$ cat config.mk
export PLATFORM = sky130hd
export DESIGN_NAME = hazard_scoreboard
export DESIGN_NICKNAME = d
export VERILOG_FILES = /design/src/rtl/hazard_scoreboard.sv
export SDC_FILE = /design/constraint.sdc
export NUM_CORES = 1
export LEC_CHECK = 0
export ABC_AREA = 1
export CORE_MARGIN = 8
export CORE_UTILIZATION = 40
export DETAILED_ROUTE_END_ITERATION = 8
export PLACE_DENSITY = 0.7
export SLEW_MARGIN = 0
export SYNTH_ARGS = -nofsm -noshare
export SYNTH_HDL_FRONTEND = slang
export SYNTH_SLANG_ARGS = --single-unit
$ cat constraint.sdc
create_clock -name clk -period 3.3 [get_ports clk]
set_input_delay 0.33 -clock clk [delete_from_list [all_inputs] [get_ports clk]]
set_output_delay 0.33 -clock clk [all_outputs]
set_load 0.01 [all_outputs]
$ cat src/rtl/hazard_scoreboard.sv
// Data-hazard unit: a shadow pipeline of destination registers drives operand
// forwarding selects, load-use stalls, memory-wait freeze and a stall counter.
module hazard_scoreboard #(
  parameter  int REG_AW             = 2,
  parameter  int DEPTH              = 3,
  parameter  int LOAD_READY_STAGE   = 2,
  parameter  bit ZERO_REG_HARDWIRED = 1'b0,
  localparam int FW                 = $clog2(DEPTH + 1)
) (
  input  logic              clk,
  input  logic              reset_n,
  input  logic              id_valid,
  input  logic [REG_AW-1:0] id_rs,
  input  logic [REG_AW-1:0] id_rt,
  input  logic              id_use_rs,
  input  logic              id_use_rt,
  input  logic              id_reg_write,
  input  logic [REG_AW-1:0] id_rd,
  input  logic              id_is_load,
  input  logic              flush,
  input  logic              mem_ready,
  output logic              stall,
  output logic [FW-1:0]     fwd_rs,
  output logic [FW-1:0]     fwd_rt,
  output logic [15:0]       stall_count
);

  typedef struct packed {
    logic              v;
    logic              wr;
    logic [REG_AW-1:0] rd;
    logic              ld;
  } shadow_t;

  typedef shadow_t [DEPTH:1] shadow_vec_t;

  typedef struct packed {
    logic          hz;
    logic [FW-1:0] fwd;
  } lookup_t;

  shadow_vec_t sh;
  lookup_t     lk_rs;
  lookup_t     lk_rt;
  logic        load_use;

  // The youngest matching stage wins; a load that is too young stalls instead.
  function automatic lookup_t lookup(shadow_vec_t s, logic [REG_AW-1:0] r, logic active);
    lookup_t res;
    logic    found;
    // NOTE: every result field gets a default before any branch, so the
    // combinational logic built from this never has to remember a value.
    res   = '0;
    found = 1'b0;
    if (active && !(ZERO_REG_HARDWIRED && r == '0)) begin
      for (int k = 1; k <= DEPTH; k++) begin
        if (!found && s[k].v && s[k].wr && s[k].rd == r) begin
          found = 1'b1;
          if (s[k].ld && k < LOAD_READY_STAGE) res.hz = 1'b1;
          else                                 res.fwd = FW'(k);
        end
      end
    end
    return res;
  endfunction

  always_comb begin
    lk_rs    = lookup(sh, id_rs, id_valid && id_use_rs);
    lk_rt    = lookup(sh, id_rt, id_valid && id_use_rt);
    load_use = lk_rs.hz | lk_rt.hz;
    stall    = load_use | !mem_ready;
    fwd_rs   = lk_rs.fwd;
    fwd_rt   = lk_rt.fwd;
  end

  always_ff @(posedge clk or negedge reset_n) begin
    if (!reset_n) begin
      // NOTE: the shadow pipeline is control state, not storage; clearing it
      // is what guarantees no stale hazard or forward right after reset.
      sh          <= '0;
      stall_count <= '0;
    end else if (mem_ready) begin
      // NOTE: non-blocking assignments let every stage read its predecessor's
      // old value, so the shift works regardless of statement order.
      sh[1] <= '{v:  id_valid && !load_use && !flush,
                 wr: id_reg_write,
                 rd: id_rd,
                 ld: id_is_load};
      for (int k = 2; k <= DEPTH; k++) sh[k] <= sh[k-1];
      if (load_use && stall_count != 16'hFFFF) stall_count <= stall_count + 16'd1;
    end
  end

endmodule
==> qor.log, run 1 <==
INFO  run_status     status=finished clean
INFO  timing         worst_clock_skew=0.002974ns
INFO  logic_synthesis post_synth_fa_ha_maj_area_fraction=0.7022%
INFO  timing         hold_viol=0
INFO  placed_design  dp_hpwl=3150µm
INFO  global_routing grt_first_pass_wirelength=7245µm
INFO  placed_design  port_buffers=35
INFO  placed_design  gp_congestion=0.8592
INFO  floorplanning  die_area=6846µm²
INFO  logic_synthesis synth-edff-count=0
INFO  job            cap_violations=0
INFO  floorplanning  fp.coreArea=4324µm²
INFO  timing         worst-slew-pin-transition=0.3905ns
INFO  finish         area.growth.synth_to_final=27.32%
INFO  setup_path     worstPathArrival=2.05ns
INFO  clock_tree     cts_setup_buffers=0
INFO  detailed_routing route.detailed.drc=0
INFO  setup_path     worstReg2RegStart=stall_count[0]$_DFFE_PN0P_
INFO  timing         final.min_clock_period=2.384ns
INFO  clock_tree     cts_buffers=5
INFO  logic_synthesis synth.yosys.warnings=0
INFO  logic_synthesis dominant_combinational_cell_family_by_area_after_synthesis=simple AND/OR/NAND/NOR gates
INFO  detailed_routing wirelength=4323µm
INFO  worst_hold_path timing.hold.worst.class=in2async
INFO  logic_synthesis synth.top_cells.by_area=sky130_fd_sc_hd__dfrtp_1, sky130_fd_sc_hd__nand2_1, sky130_fd_sc_hd__nand3_1
INFO  logic_synthesis synth.cells.most_frequent=sky130_fd_sc_hd__nand2_1, sky130_fd_sc_hd__dfrtp_1, sky130_fd_sc_hd__nand3_1
INFO  timing         rsz0062_at_grt=no
INFO  detailed_routing viasPerCell=5.063
INFO  timing         report.final.slew_viol_count=0
INFO  timing         finalSetupViolCount=0
INFO  finish         fin_nets=312
INFO  clock_tree     cts_tree=built
INFO  finish         multi_input_area=932.1µm²
INFO  global_routing vias_in_the_first_global_route=1678
INFO  power          vdd_drop_max=234.9µV
INFO  floorplanning  io_pins=36
INFO  logic_synthesis yosysMostFrequentCell=sky130_fd_sc_hd__nand2_1
INFO  logic_synthesis synth.ff_latch_count=29
INFO  power          power_per_cell_area=337.4nW/µm²
INFO  logic_synthesis ys_seq_area_share=40.73%
INFO  clock_tree     ctsResizeCount=0
INFO  clock_tree     worstSkewPairLatency=0.28ns
INFO  setup_path     rr_worst_depth=9
INFO  clock_tree     clock_tree.buffer_depth=2
INFO  logic_synthesis synth_xor_xnor_area_share=5.407%
INFO  clock_tree     postCtsHoldBufs=0
INFO  logic_synthesis synth_fp_nets=272
INFO  detailed_routing routed_wire_length_per_instance=12.39µm
INFO  timing         max_clock_freq=419.5MHz
INFO  logic_synthesis synth_compound_area_share=5.407%
INFO  finish         finalCoreUtilization=52.46%
INFO  detailed_routing detail_route.first_pass.iterations=4
INFO  timing         slew_headroom=73.94%
INFO  clock_tree     cts.clk_slew.worst_paths=0.06ns
INFO  global_routing grt.total_usage=13.48%
INFO  logic_synthesis syn_area_per_cell=6.960µm²
INFO  power          leakage=1.093nW
INFO  finish         seq_area=725.7µm²
INFO  logic_synthesis top_cell_type_s_share_of_synthesized_area=40.73%
INFO  setup_path     startpoint_class_of_the_critical_path=primary input
INFO  timing         post-route-period-util=72.24%
INFO  finish         fillerInstances=431
INFO  detailed_routing vias=1767
INFO  global_routing grt_max_degree=30
INFO  timing         setup_tns=0ns
INFO  logic_synthesis synth.mux.area_fraction=0%
INFO  setup_path     slack_of_the_worst_reg_to_reg_path=1.45ns
INFO  finish         post_route_cells_drive_above_1_share=6.397%
INFO  setup_path     r2r-end=stall_count[11]$_DFFE_PN0P_
INFO  detailed_routing dr.first_iter.drc_count=100
INFO  setup_path     worst_path_fanout_max=5
INFO  logic_synthesis synth_simple_gate_area_share=40.80%
INFO  logic_synthesis synth_flop_cell=sky130_fd_sc_hd__dfrtp_1
INFO  logic_synthesis post-synth-top-area-cell=sky130_fd_sc_hd__dfrtp_1
INFO  detailed_routing ant_nets=0
INFO  setup_path     critPathKind=in2out
INFO  setup_path     worstSetupEndpointType=output pin
INFO  logic_synthesis syn-instance-count=256
INFO  setup_path     data_required_critical_path=2.97ns
INFO  global_routing number_of_antenna_violations_at_the_first_check_in_global_routing=0
INFO  logic_synthesis synth_async_sr_flop_share=100.0%
INFO  floorplanning  floorplan.rows=24
INFO  floorplanning  chipWidth=82.74µm
INFO  clock_tree     cts_root_buf=sky130_fd_sc_hd__clkbuf_8
INFO  finish         insertedDiodeCount=0
INFO  logic_synthesis synth.distinct_cells=24
INFO  logic_synthesis synthesis.area=1782µm²
INFO  floorplanning  start_util=41.20%
INFO  clock_tree     clock_net_sink_count=29
INFO  clock_tree     htreeDepth=2
INFO  floorplanning  chipHeight=82.74µm
INFO  global_routing grt_overflow=0
-- kinds of logic (layout without fill, tap and decap cells) --
logic type      Yosys count  in the layout
simple gates            168            168
fa+ha+maj                 1              1
flops                    29             29
buf+inv                  29             70
xor+xnor                 11             11
compound gates           18             18
-- worst max-delay path by stage --
stage	slack, ns	cells after the start	start	endpoint
finish	0.92	5	id_rs[1]	stall
global route	0.72	5	id_rs[1]	stall
CTS	0.91	5	id_rs[1]	stall
detailed placement	0.92	8	id_rt[0]	stall
global placement	0.94	5	id_rs[1]	stall
floorplan	1.63	10	stall_count[0]$_DFFE_PN0P_	stall_count[12]$_DFFE_PN0P_
-- report_power, final --
group	switching (mW)	leakage, nW	internal (mW)
Combinational	0.0563	0.661	0.0425
Sequential	0.0172	0.387	0.375
Clock	0.129	0.0450	0.146
-- registers in the layout, summed over array words and instances (netlist names) --
| signal | count |
|---|---|
| stall_count | 16 |
| sh | 13 |
-- worst max-delay path, cell delays in order --
cell and delay (ns):
sky130_fd_sc_hd__clkdlybuf4s50_1 0.48, sky130_fd_sc_hd__xnor2_1 0.35, sky130_fd_sc_hd__nand4_2 0.22, sky130_fd_sc_hd__nand3_1 0.13, sky130_fd_sc_hd__clkdlybuf4s50_1 0.54
-- routing by layer --
layer | track usage, % | part of all wire (%) | vias to the layer above
met1 | 16.44 | 47 | 824
met3 | 3.571 | 6.0 | 7
met5 | 0 | 0 | -
met2 | 22.07 | 46 | 44
met4 | 5.345 | 1.4 | 0
li1 | - | - | 892
-- metrics by stage --
| step | power (mW) | std cells | setup WS [ns] | hold slack [ns] | cell area (µm²) |
|---|---|---|---|---|---|
| floorplan | 0.4469 | 256 | 1.635 | 0.03441 | 1782 |
| global placement | 0.4959 | 341 | 0.9394 | 0.4567 | 2186 |
| detailed placement | 0.4977 | 341 | 0.9194 | 0.4584 | 2186 |
| CTS | 0.7761 | 349 | 0.9058 | 0.4420 | 2268 |
| global route | 0.8060 | 349 | 0.7190 | 0.4610 | 2268 |
| finish | 0.7654 | 349 | 0.9160 | 0.4287 | 2268 |
-- layout make-up --
class	count	share of cell area, %
multi-input cells	198	41.09
flip-flops and latches	29	31.99
repair buffers	38	16.44
inverters	24	3.971
clock buffers	6	3.199
well taps	52	2.868
clock inverters	2	0.4413
-- layout by cell type, fill, tap and decap left out, drive strengths merged --
| master | synthesis | layout |
|---|---|---|
| o22ai | 2 | 2 |
| clkbuf | 2 | 6 |
| or2 | 1 | 1 |
| clkinv | 2 | 4 |
| buf | 3 | 3 |
| a21oi | 6 | 6 |
| nand2 | 108 | 108 |
| xnor2 | 7 | 7 |
| ha | 1 | 1 |
| nor3 | 1 | 1 |
| nand4 | 11 | 11 |
| dfrtp | 29 | 29 |
| nor2 | 22 | 22 |
| o21ai | 9 | 9 |
| xor2 | 4 | 4 |
| clkdlybuf4s50 | 0 | 35 |
| o2111ai | 1 | 1 |
| nand3 | 25 | 25 |
| inv | 22 | 22 |
Note: power is estimated with default switching activity, not from simulation.
==> inputs of run 2 (changes only) <==
--- a/config.mk
+++ b/config.mk
@@ -9,7 +9,7 @@
 export CORE_MARGIN = 8
 export CORE_UTILIZATION = 40
 export DETAILED_ROUTE_END_ITERATION = 8
-export PLACE_DENSITY = 0.7
+export PLACE_DENSITY = 0.72
 export SLEW_MARGIN = 0
 export SYNTH_ARGS = -nofsm -noshare
 export SYNTH_HDL_FRONTEND = slang
==> constraint.sdc (replaced) <==
create_clock -name clk -period 2.1 [get_ports clk]
set_input_delay 0.21 -clock clk [delete_from_list [all_inputs] [get_ports clk]]
set_output_delay 0.21 -clock clk [all_outputs]
set_load 0.01 [all_outputs]
==> qor.log, run 2 (same netlist as run 1, synthesis figures left out) <==
INFO  finish         regMostFlops=stall_count
INFO  timing         worst_clock_skew=0.002208ns [-0.0007662 ns]
INFO  floorplanning  start_util=41.20% [unchanged]
INFO  detailed_routing routed_wire_length_per_instance=12.33µm [-0.45%]
INFO  setup_path     rr_worst_depth=9 [unchanged]
INFO  timing         finalSetupViolCount=0 [unchanged]
INFO  setup_path     cpPeakStageDelay=0.54ns [about the same]
INFO  clock_tree     clock_tree.buffer_depth=2 [unchanged]
INFO  finish         commonest_cells_after_routing_fill_and_taps_aside=sky130_fd_sc_hd__nand2_1, sky130_fd_sc_hd__clkdlybuf4s50_1, sky130_fd_sc_hd__dfrtp_1, sky130_fd_sc_hd__nand3_1, sky130_fd_sc_hd__inv_1
INFO  global_routing grt_overflow=0 [unchanged]
INFO  clock_tree     cts_root_buf=sky130_fd_sc_hd__clkbuf_8
INFO  global_routing grt_max_degree=30 [unchanged]
INFO  detailed_routing met3_length=197µm [-24%]
INFO  placed_design  dp_hpwl=3275µm [+4.0%]
INFO  finish         fin_nets=317 [+1.6%]
INFO  finish         area.growth.synth_to_final=31.18%
INFO  power          leakage=1.176nW [+7.6%]
INFO  timing         hold_viol=0 [unchanged]
INFO  setup_path     critPathKind=in2out
INFO  setup_path     worstPathArrival=1.82ns [-0.23 ns]
INFO  clock_tree     cts_setup_buffers=0 [unchanged]
INFO  detailed_routing vias=1763 [-0.23%]
INFO  floorplanning  chipWidth=82.74µm [unchanged]
INFO  timing         report.final.slew_viol_count=0 [unchanged]
INFO  floorplanning  floorplan.rows=24 [unchanged]
INFO  job            cap_violations=0 [unchanged]
INFO  setup_path     critical-path-slowest-cell=sky130_fd_sc_hd__clkdlybuf4s50_1
INFO  placed_design  place_worst_setup_slack=-0.02616ns [-0.9456 ns]
INFO  timing         slew_headroom=75.03% [+1.1 points]
INFO  timing         post-route-period-util=96.50%
INFO  finish         insertedDiodeCount=0 [unchanged]
INFO  timing         fin_worst_hold_slack=0.3139ns [-0.1148 ns]
INFO  detailed_routing viasPerCell=4.980 [-1.6%]
INFO  global_routing grt_first_pass_wirelength=7148µm [-1.3%]
INFO  power          vdd_drop_max=390.8µV [+66%]
INFO  detailed_routing wirelength=4365µm [+0.97%]
INFO  floorplanning  chipHeight=82.74µm [unchanged]
INFO  global_routing vias_in_the_first_global_route=1680 [+0.12%]
INFO  timing         worst-slew-pin-transition=0.3746ns [-0.01596 ns]
INFO  floorplanning  die_area=6846µm² [unchanged]
INFO  detailed_routing detailroute.wirelength.met2=2072µm [+4.3%]
INFO  global_routing number_of_antenna_violations_at_the_first_check_in_global_routing=0 [unchanged]
INFO  finish         reg_top3=stall_count (16), sh (13)
INFO  placed_design  gp_congestion=0.8083 [-5.9%]
INFO  detailed_routing route.detailed.drc=0 [unchanged]
INFO  setup_path     startpoint_class_of_the_critical_path=primary input
INFO  finish         fillerInstances=438 [+1.6%]
INFO  timing         final.min_clock_period=2.026ns
INFO  timing         setup_ws=0.07351ns [-0.8425 ns]
INFO  setup_path     cp_cell_sequence=clkdlybuf4s50_1 -> inv_1 -> nand2_1 -> nand2_1 -> nor2_2 -> nand4_1 -> nand3_1 -> clkdlybuf4s50_1
INFO  finish         finalCoreUtilization=54.05% [+1.6 points]
INFO  detailed_routing dr.first_iter.drc_count=96 [-4.0%]
INFO  detailed_routing wirelength_met1=2044µm [+1.3%]
INFO  power          power_per_cell_area=515.1nW/µm² [+53%]
INFO  timing         max_clock_freq=493.5MHz
INFO  clock_tree     postCtsHoldBufs=0 [unchanged]
INFO  setup_path     worst-path-stages=8 [+3]
INFO  timing         rsz0062_at_grt=yes
INFO  setup_path     data_required_critical_path=1.89ns [-1.08 ns]
INFO  clock_tree     clock_net_sink_count=29 [unchanged]
INFO  detailed_routing detail_route.first_pass.iterations=4 [unchanged]
INFO  timing         setup_tns=0ns [unchanged]
INFO  clock_tree     htreeDepth=2 [unchanged]
INFO  finish         post_route_cells_drive_above_1_share=8.609% [+2.2 points]
INFO  finish         final_common_cell=sky130_fd_sc_hd__nand2_1
INFO  clock_tree     cts_tree=built
INFO  clock_tree     cts.clk_slew.worst_paths=0.06ns [about the same]
INFO  worst_hold_path timing.hold.worst.class=in2async
INFO  clock_tree     cts_buffers=5 [unchanged]
INFO  setup_path     critical-path-top-delay-family=buffers and inverters
INFO  floorplanning  io_pins=36 [unchanged]
INFO  setup_path     worst_path_fanout_max=4 [-1]
INFO  run_status     status=finished clean
INFO  global_routing grt.total_usage=13.26% [-0.22 points]
INFO  floorplanning  fp.coreArea=4324µm² [unchanged]
INFO  finish         largest_reg_flops=16 [unchanged]
INFO  setup_path     crit_buf_inv=3 [+1]
INFO  placed_design  port_buffers=35 [unchanged]
INFO  detailed_routing top_layer=met4
INFO  detailed_routing ant_nets=0 [unchanged]
INFO  clock_tree     worstSkewPairLatency=0.27ns [about the same]
INFO  setup_path     worstSetupEndpointType=output pin
==> run 2: cell types whose count changed in the layout (fill, tap and decap cells not counted), sizes merged <==
cell	change
dlygate4sd2	+2
dlymetal6s2s	+4
clkbuf	+2
buf	+5
clkdlybuf4s50	-6
clkinv	-2
==> run 2: final timing paths <==
kind                                                  from                          end  slack [ns]
worst max-delay path                              id_rt[0]                        stall        0.07
worst min-delay path                               reset_n  stall_count[10]$_DFFE_PN0P_        0.31
worst max register to register  stall_count[0]$_DFFE_PN0P_   stall_count[9]$_DFFE_PN0P_        0.28
worst min register to register          sh[14]$_DFFE_PN0P_           sh[14]$_DFFE_PN0P_        0.48
max in group asynchronous                          reset_n            sh[6]$_DFFE_PN0P_        1.51
min in group clk                        sh[14]$_DFFE_PN0P_           sh[14]$_DFFE_PN0P_        0.48
==> run 2: per-stage QoR <==
step                cells  power (mW)  instance area (µm²)
floorplan             256      0.7023                 1782
global placement      346      0.7851                 2236
detailed placement    346      0.7880                 2236
CTS                   354       1.217                 2313
global route          354       1.267                 2337
finish                354       1.204                 2337
==> run 2: area by class of cell <==
cell class                      instances  area, µm²  area share [%]
Inverter                               24      90.09           3.854
Sequential cell                        29      725.7           31.05
Tap cell                               52      65.06           2.784
Timing Repair Buffer                   43      430.4           18.42
Clock buffer                            8      80.08           3.426
Multi-Input combinational cell        198      945.9           40.47
==> run 2: timing repair <==
item / in CTS / in global routing
resized for setup: 2 / 8
setup endpoints to repair: 2 / 4
pin swaps: 1 / 1
==> run 2: worst reg2reg max path: stages, from the launching register on <==
cell and delay, ns:
sky130_fd_sc_hd__dfrtp_1 0.44, sky130_fd_sc_hd__ha_1 0.26, sky130_fd_sc_hd__nand3_2 0.12, sky130_fd_sc_hd__inv_1 0.08, sky130_fd_sc_hd__nand3_1 0.10, sky130_fd_sc_hd__nor2_1 0.06, sky130_fd_sc_hd__nor2_2 0.29, sky130_fd_sc_hd__buf_4 0.25
sky130_fd_sc_hd__nand3_1 0.10, sky130_fd_sc_hd__nand2_1 0.07
==> run 2: power breakdown <==
| part | internal [mW] | switching, mW |
|---|---|---|
| Sequential | 0.589 | 0.0265 |
| Clock | 0.235 | 0.190 |
| Combinational | 0.0715 | 0.0918 |
| Total | 0.895 | 0.309 |
==> run 2: layer usage <==
metal	vias to the layer above	global-route usage [%]
li1	904	-
met1	819	15.87
met2	34	22.53
met3	6	3.463
met4	0	4.310
met5	-	0
